File: src/rtl/lsu_mem_port.sv
// Load/store unit: turns one execute-stage access into one or two word-aligned
// bus beats with byte enables, and returns lane-aligned, extended load data.
module lsu_mem_port (
    input  logic        clk,
    input  logic        reset,
    input  logic        req_valid,
    output logic        req_ready,
    input  logic        req_write,
    input  logic [31:0] req_addr,
    input  logic [31:0] req_wdata,
    input  logic [1:0]  req_size,
    input  logic        req_signed,
    output logic        rsp_valid,
    output logic [31:0] rsp_rdata,
    output logic        mem_req,
    output logic        mem_we,
    output logic [31:0] mem_addr,
    output logic [3:0]  mem_be,
    output logic [31:0] mem_wdata,
    input  logic        mem_ack,
    input  logic [31:0] mem_rdata
);

    typedef enum logic [1:0] {IDLE, BEAT0, BEAT1, RESP} state_e;

    state_e      state_q, state_d;
    logic        ready_q;
    logic        write_q;
    logic        signed_q;
    logic [1:0]  size_q;
    logic [31:0] addr_q;
    logic [31:0] wdata_q;
    logic [31:0] lo_q;
    logic [23:0] hi_q;

    logic        accept;
    logic [1:0]  off;
    logic        is_byte;
    logic        is_half;
    logic        split;
    logic [3:0]  be0;
    logic [3:0]  be1;
    logic [31:0] wdata_rot;
    logic [31:0] shifted;
    logic [31:0] ld_result;

    always_comb begin
        accept = (state_q == IDLE) && req_valid && ready_q;
    end

    // Address/size decode and lane steering, all from latched request fields.
    always_comb begin
        off     = addr_q[1:0];
        is_byte = (size_q == 2'b10);
        is_half = (size_q == 2'b01);
        split   = (is_half && (off == 2'd3)) || (!is_byte && !is_half && (off != 2'd0));

        if (is_byte)      be0 = 4'b0001 << off;
        else if (is_half) be0 = 4'b0011 << off;
        else              be0 = 4'b1111 << off;

        be1 = is_half ? 4'b0001 : (4'b1111 >> (3'd4 - {1'b0, off}));

        case (off)
            2'd0:    wdata_rot = wdata_q;
            2'd1:    wdata_rot = {wdata_q[23:0], wdata_q[31:24]};
            2'd2:    wdata_rot = {wdata_q[15:0], wdata_q[31:16]};
            default: wdata_rot = {wdata_q[7:0],  wdata_q[31:8]};
        endcase

        // Low 32 bits of {hi,lo} >> 8*off; hi only ever contributes its low 3 bytes.
        case (off)
            2'd0:    shifted = lo_q;
            2'd1:    shifted = {hi_q[7:0],  lo_q[31:8]};
            2'd2:    shifted = {hi_q[15:0], lo_q[31:16]};
            default: shifted = {hi_q[23:0], lo_q[31:24]};
        endcase

        if (write_q)      ld_result = '0;
        else if (is_byte) ld_result = {{24{signed_q & shifted[7]}}, shifted[7:0]};
        else if (is_half) ld_result = {{16{signed_q & shifted[15]}}, shifted[15:0]};
        else              ld_result = shifted;
    end

    always_ff @(posedge clk) begin
        if (!reset) state_q <= IDLE;
        else        state_q <= state_d;
    end

    always_comb begin
        state_d = state_q;
        case (state_q)
            IDLE:    if (accept) state_d = BEAT0;
            BEAT0:   if (mem_ack) state_d = split ? BEAT1 : RESP;
            BEAT1:   if (mem_ack) state_d = RESP;
            RESP:    state_d = IDLE;
            default: state_d = IDLE;
        endcase
    end

    always_comb begin
        mem_req   = 1'b0;
        mem_we    = 1'b0;
        mem_addr  = '0;
        mem_be    = '0;
        mem_wdata = '0;
        rsp_valid = 1'b0;
        rsp_rdata = '0;
        case (state_q)
            BEAT0: begin
                mem_req   = 1'b1;
                mem_we    = write_q;
                mem_addr  = {addr_q[31:2], 2'b00};
                mem_be    = be0;
                mem_wdata = wdata_rot;
            end
            BEAT1: begin
                mem_req   = 1'b1;
                mem_we    = write_q;
                mem_addr  = {addr_q[31:2] + 30'd1, 2'b00};
                mem_be    = be1;
                mem_wdata = wdata_rot;
            end
            RESP: begin
                rsp_valid = 1'b1;
                rsp_rdata = ld_result;
            end
            default: ;
        endcase
    end

    // Registered ready keeps req_ready low during reset while matching state==IDLE otherwise.
    always_ff @(posedge clk) begin
        if (!reset) ready_q <= 1'b0;
        else        ready_q <= (state_d == IDLE);
    end

    assign req_ready = ready_q;

    always_ff @(posedge clk) begin
        if (!reset) begin
            write_q  <= 1'b0;
            signed_q <= 1'b0;
            size_q   <= '0;
            addr_q   <= '0;
            wdata_q  <= '0;
            lo_q     <= '0;
            hi_q     <= '0;
        end else begin
            if (accept) begin
                write_q  <= req_write;
                signed_q <= req_signed;
                size_q   <= req_size;
                addr_q   <= req_addr;
                wdata_q  <= req_wdata;
                lo_q     <= '0;
                hi_q     <= '0;
            end
            if (state_q == BEAT0 && mem_ack) lo_q <= mem_rdata;
            if (state_q == BEAT1 && mem_ack) hi_q <= mem_rdata[23:0];
        end
    end

endmodule

File: config.mk
export PLATFORM = sky130hd
export DESIGN_NAME = lsu_mem_port
export DESIGN_NICKNAME = d
export VERILOG_FILES = /design/src/rtl/lsu_mem_port.sv
export SDC_FILE = /design/constraint.sdc
export NUM_CORES = 1
export LEC_CHECK = 0
export BUFFER_PORTS_ARGS = -buffer_cell sky130_fd_sc_hd__buf_4
export CAP_MARGIN = 20
export CELL_PAD_IN_SITES_DETAIL_PLACEMENT = 0
export CELL_PAD_IN_SITES_GLOBAL_PLACEMENT = 1
export CORE_ASPECT_RATIO = 2
export CORE_UTILIZATION = 42
export CTS_CLUSTER_DIAMETER = 30
export DETAILED_ROUTE_END_ITERATION = 7
export PLACE_DENSITY = 0.88
export SLEW_MARGIN = 20
export SYNTH_ARGS = -nofsm -noshare
export SYNTH_HDL_FRONTEND = slang
export SYNTH_SLANG_ARGS = --single-unit
File: constraint.sdc
create_clock -name clk -period 3.3 [get_ports clk]
set_input_delay 0.33 -clock clk [delete_from_list [all_inputs] [get_ports clk]]
set_output_delay 0.33 -clock clk [all_outputs]
set_load 0.01 [all_outputs]
# Word level (Yosys, flattened, before mapping)
# Cells that the tools add are included.
[word_totals] regBits=127 in_bits=104 word_cells=66 out_inout_bits=104
[classes] n_shift=4 n_bitwise=2 reduce_logical=17 addsub=2 n_eq_ne=8 mux=24
[op_table] operator="32-bit 2-to-1 mux" count=7
[op_table] operator="32-bit case mux with 3 select lines" count=2
[op_table] operator="32-bit case mux with 2 select lines" count=1
[op_table] operator="24-bit 2-to-1 mux" count=2
[op_table] operator="30-bit by 1-bit adder with 30-bit output (second input constant)" count=1
[op_table] operator="4-bit 2-to-1 mux" count=3
[op_table] operator="2-bit equality test (second input constant)" count=5
[op_table] operator="2-bit case mux with 4 select lines" count=1
[op_table] operator="4-bit case mux with 2 select lines" count=1
[op_table] operator="1-bit logical AND" count=7
[op_table] operator="2-bit by 1-bit equality test with 1-bit output (second input constant)" count=3
[op_table] operator="2-bit logical NOT" count=3
[op_table] operator="2-bit 2-to-1 mux" count=3
[op_table] operator="2-bit nonzero test" count=3
[op_table] operator="1-bit 2-to-1 mux" count=4
[op_table] operator="1-bit by 2-bit left shift with 4-bit output (first input constant)" count=1
[op_table] operator="2-bit by 2-bit left shift with 4-bit output (first input constant)" count=1
[op_table] operator="4-bit by 2-bit left shift with 4-bit output (first input constant)" count=1
[op_table] operator="4-bit by 3-bit >> shifter with 4-bit output (first input constant)" count=1
[op_table] operator="3-bit by 2-bit subtractor with 3-bit output (first input constant)" count=1
[op_table] operator="1-bit AND" count=2
[op_table] operator="1-bit logical NOT" count=2
[op_table] operator="2-bit OR reduction" count=1
[op_table] operator="1-bit logical OR" count=1

# Depth between registers and ports, before layout
[depth] ltp_word=9 mapped_depth=10 ltp_nobuf=7

# Least setup slack after synthesis
# No wires, ideal clock.
[synth_path] kind="register -> output" startpoint="reg state_q[1]" endpoint="out mem_addr[8]" required_ns=2.970 path_stages_with_launch=8 t_arrival_ns=2.007 setup_slack_ns=0.963 path_buffers=2 path_cell_list="dfxtp_1 -> inv_1 -> ha_1 -> clkbuf_1 -> nand2_1 -> clkbuf_1 -> or2_2 -> o31ai_1"
[synth_between] elab_chain_len=2 elab_cells_between_ends=3 classes_between="2 x eq/ne; 1 x mux"
[synth_lines] item="start, declared" line="26" text="state_e state_q, state_d;"
[synth_lines] item="start signal, assigned" line="87" text="else state_q <= state_d;"
[synth_lines] item="2-bit equality test or 2-bit by 1-bit equality test with 1-bit output (tied branches)" line="109" text="case (state_q)"
[synth_lines] item="32-bit case mux with 2 select lines (*)" line="109"
[synth_lines] item="end, declared" line="17" text="output logic [31:0] mem_addr,"
# Every way passes the cells marked *; elsewhere a longest branch is shown, timed or not.

# Final worst setup path
[layout_path] startpoint="reg addr_q[2]" endpoint="out mem_addr[26]"
[layout_between] elab_chain_len=2
[layout_lines] item="start, declared" line="31" text="logic [31:0] addr_q;"
[layout_lines] item="start signal, assigned" line="154" text="addr_q <= req_addr;"
[layout_lines] item="30-bit by 1-bit adder with 30-bit output" line="120" text="mem_addr = {addr_q[31:2] + 30'd1, 2'b00};"
[layout_lines] item="32-bit case mux with 2 select lines" line="109"
# Every way passes these cells.

==> summary.txt <==
Global routing
  – First-pass GRT wire length: 39.1 mm
  – Initial antenna violation count: 2
  – Gr usage total: 26.1%
  – Via count of the first global-routing pass: 7482
  – Largest net degree at the start of global routing: 128
  – Total gr overflow: 0

Logic synthesis
  – Cell count after synthesis: 969
  – Sequential area share after synthesis: 32.2%
  – Post-synth top cells: nand2_1, dfxtp_1, a21boi_0
  – Share of the synthesized area in the top cell type: 32.2%
  – EDFF count, synth: 0
  – Area contributors post-synth: dfxtp_1, mux4_2, a21boi_0
  – Async SR Flop Fraction: 0%
  – Library cells used by synthesis: 50
  – Synth Flop Type: dfxtp_1
  – Post-synth top area cell: dfxtp_1
  – Cell area after synthesis: 7890 µm²
  – Most common cell in the synthesized netlist: nand2_1
  – Synthesis-stage register bit count: 127
  – Avg Inst Size Synth: 8.15 µm²
  – Synth warnings: 0

Setup path
  – Critical-path top delay cell: nor4_4
  – Worst Path Required: 2970 ps
  – Worst reg2reg path depth: 5
  – Worst setup path class: reg -> out
  – CP endpoint kind: output port
  – Slowest cell delay on critical path: 610 ps
  – R2R Path Start: state_q[0]
  – R2R Setup Slk: 1260 ps
  – Crit path DAT: 2750 ps
  – Worst-path cell chain: ha_1, nand3_2, nor4_4, nand4_2, or4b_1, o21ai_1, buf_4
  – RR Endpoint: hi_q[2]
  – Crit-path max FO: 10
  – CP startpoint kind: register

Detailed routing
  – WL final: 25.1 mm
  – Residual DRC: 0
  – Drt initial violations: 354
  – Initial DRT Pass Iterations: 5
  – DR vias: 7652
  – Antenna viol nets, final: 0
  – Vias per cell: 5.68
  – Drt wl/cell: 18.6 µm

Status
  – Status: completed

Worst hold path
  – Worst min-delay path class: in -> reg
  – Hold_sp: req_wdata[26]
  – Hold endpoint: wdata_q[26]
  – Hold Path Cell Cnt: 3

Floorplan
  – Total die area: 19400 µm²
  – Die Y: 196 µm
  – Rows: 70
  – Area of the core: 18300 µm²
  – Initial Utilization: 43.1%
  – I/O Pins: 208
  – Die X: 98.9 µm

Timing
  – Final setup vio count: 0
  – FMAX: 325 MHz
  – RSZ-0062 raised after global routing: no
  – Pins Over Slew Limit: 0
  – Final hold vios: 0
  – Setup TNS: 0 ps
  – Final Critical Period: 3080 ps
  – Final Cycle Share: 93.2%
  – Clock skew: 11.2 ps
  – Worst slew pin tran: 1040 ps
  – Final Worst Setup Slack: 223 ps
  – Max_slew headroom: 30.3%

Cells and area
  – Area Overhead vs Synth: 28.5%
  – Post-layout instance count excluding filler cells: 1346
  – Post-layout util: 55.4%
  – Layout cell share with drive strength beyond 1: 27.7%
  – Reg area: 2550 µm²
  – Multi-input logic area: 4970 µm²
  – # fillers: 1752
  – Final net count: 1228

Power and ir drop
  – Max VDD drop: 0.000347 V
  – P_leak: 3.79 nW
  – PD cells: 551 nW/µm²

Placement
  – Routability-driven placement congestion ratio: 0.884
  – Placed cells: 1314
  – DP Wirelength: 17.9 mm
  – Pre-CTS WS: 526 ps
  – Port Buffers: 205

Clocking
  – Worst-skew pair later-pin latency: 420 ps
  – Post-CTS Hold Fix Bufs: 0
  – Clock Sinks: 127
  – Clock-pin slew on the worst setup and hold paths: 60 ps
  – Clock Path Buffers: 2
  – Clk root buf: clkbuf_16
  – Number of CTS-inserted buffers: 17
  – CTS tree: built
  – H-Tree Depth: 4

Run
  – Max_cap viols: 0
-- worst max path at each step --
stage | from | endpoint | slack, ps | cells past startpoint
5_1_grt | addr_q[2] | mem_addr[30] | 40 | 7
3_3_place_gp | state_q[1] | mem_be[2] | 670 | 7
6_report | addr_q[2] | mem_addr[26] | 220 | 7
2_1_floorplan | state_q[1] | mem_addr[8] | 960 | 7
3_5_place_dp | state_q[1] | mem_be[2] | 530 | 7
4_1_cts | state_q[1] | mem_be[2] | 90 | 7
-- cell type report --
class / count / share of cell area [%]
multi-input combinational: 743 / 49.1
inverter: 11 / 0.407
antenna: 1 / 0.0247
sequential: 127 / 25.1
tap: 216 / 2.67
clock buffer: 20 / 4.71
timing repair buffer: 217 / 16.5
clock inverter: 11 / 1.51
-- per-stage QoR --
stage	power, W	hold slack [ps]	area (µm²)
after CTS	0.00563	158	10100
after global placement	0.00360	458	9500
after global routing	0.00589	161	10100
after detailed placement	0.00364	465	9500
after floorplan	0.00305	444	7900
final	0.00559	173	10100
-- what timing repair did --
item                                    CTS  global route
gates resized for setup                   0             1
setup buffers                             0             0
endpoints found under the setup margin    0             1
-- power by group --
group / switching (W) / internal [W]
Combinational: 0.000938 / 0.000675
Sequential: 0.000249 / 0.00174
Clock: 0.000711 / 0.00128
Total: 0.00190 / 0.00369
-- layout by cell type, fill, tap and decap left out, types with 4 or more instances in the layout --
master / instances
and2_1: 37
or3_1: 4
o211ai_1: 8
nand3_1: 70
nand4_1: 9
inv_1: 11
a21boi_0: 118
o21ai_0: 47
o31ai_1: 5
o21ai_1: 5
mux4_2: 41
nor2_1: 16
a211oi_1: 7
a21boi_1: 8
nand2_1: 230
a31oi_1: 6
mux2i_1: 18
a21oi_1: 26
ha_1: 7
clkbuf_16: 18
mux2_2: 9
buf_4: 213
nor2b_1: 18
o21a_1: 9
dfxtp_1: 125
or4_1: 6
-- critical path: cells and delay by family, from the launching register on --
family,cells,cell delay [ps]
AO/OA/AOI/OAI,1,110
flip-flops,1,390
AND/OR/NAND/NOR,4,1460
adder cells (fa/ha/maj),1,220
buffers and inverters,1,140
-- registers in the layout, summed over array words and instances (netlist names) --
| register | count |
|---|---|
| size_q | 2 |
| write_q | 1 |
| wdata_q | 32 |
| signed_q | 1 |
| addr_q | 32 |
| req_ready | 1 |
| hi_q | 24 |
| state_q | 2 |
| lo_q | 32 |
-- cell families (layout without fill, tap and decap cells) --
| kind of cell | Yosys count | after routing | share of synthesized area (%) |
|---|---|---|---|
| adders and majority gates | 7 | 7 | 1.11 |
| and+or+nand+nor | 415 | 415 | 24.9 |
| AOI/OAI and AO/OA | 251 | 251 | 21.5 |
| other | 1 | 3 | 0.0475 |
| DFF | 127 | 127 | 32.2 |
| muxes | 68 | 68 | 15.3 |
| buffers and inverters | 100 | 259 | 5.01 |
-- per-layer routing --
layer / wire length (µm) / vias up / global-route usage, % / share of wire (%)
met2: 13400 / 255 / 48.5 / 53
met1: 9030 / 3631 / 26.7 / 36
met5: 13 / - / 0 / 0.052
met3: 1390 / 53 / 5.13 / 5.6
met4: 1260 / 2 / 15.0 / 5.0
li1: - / 3711 / - / -
No activity file was read; power rests on OpenSTA's default activity.
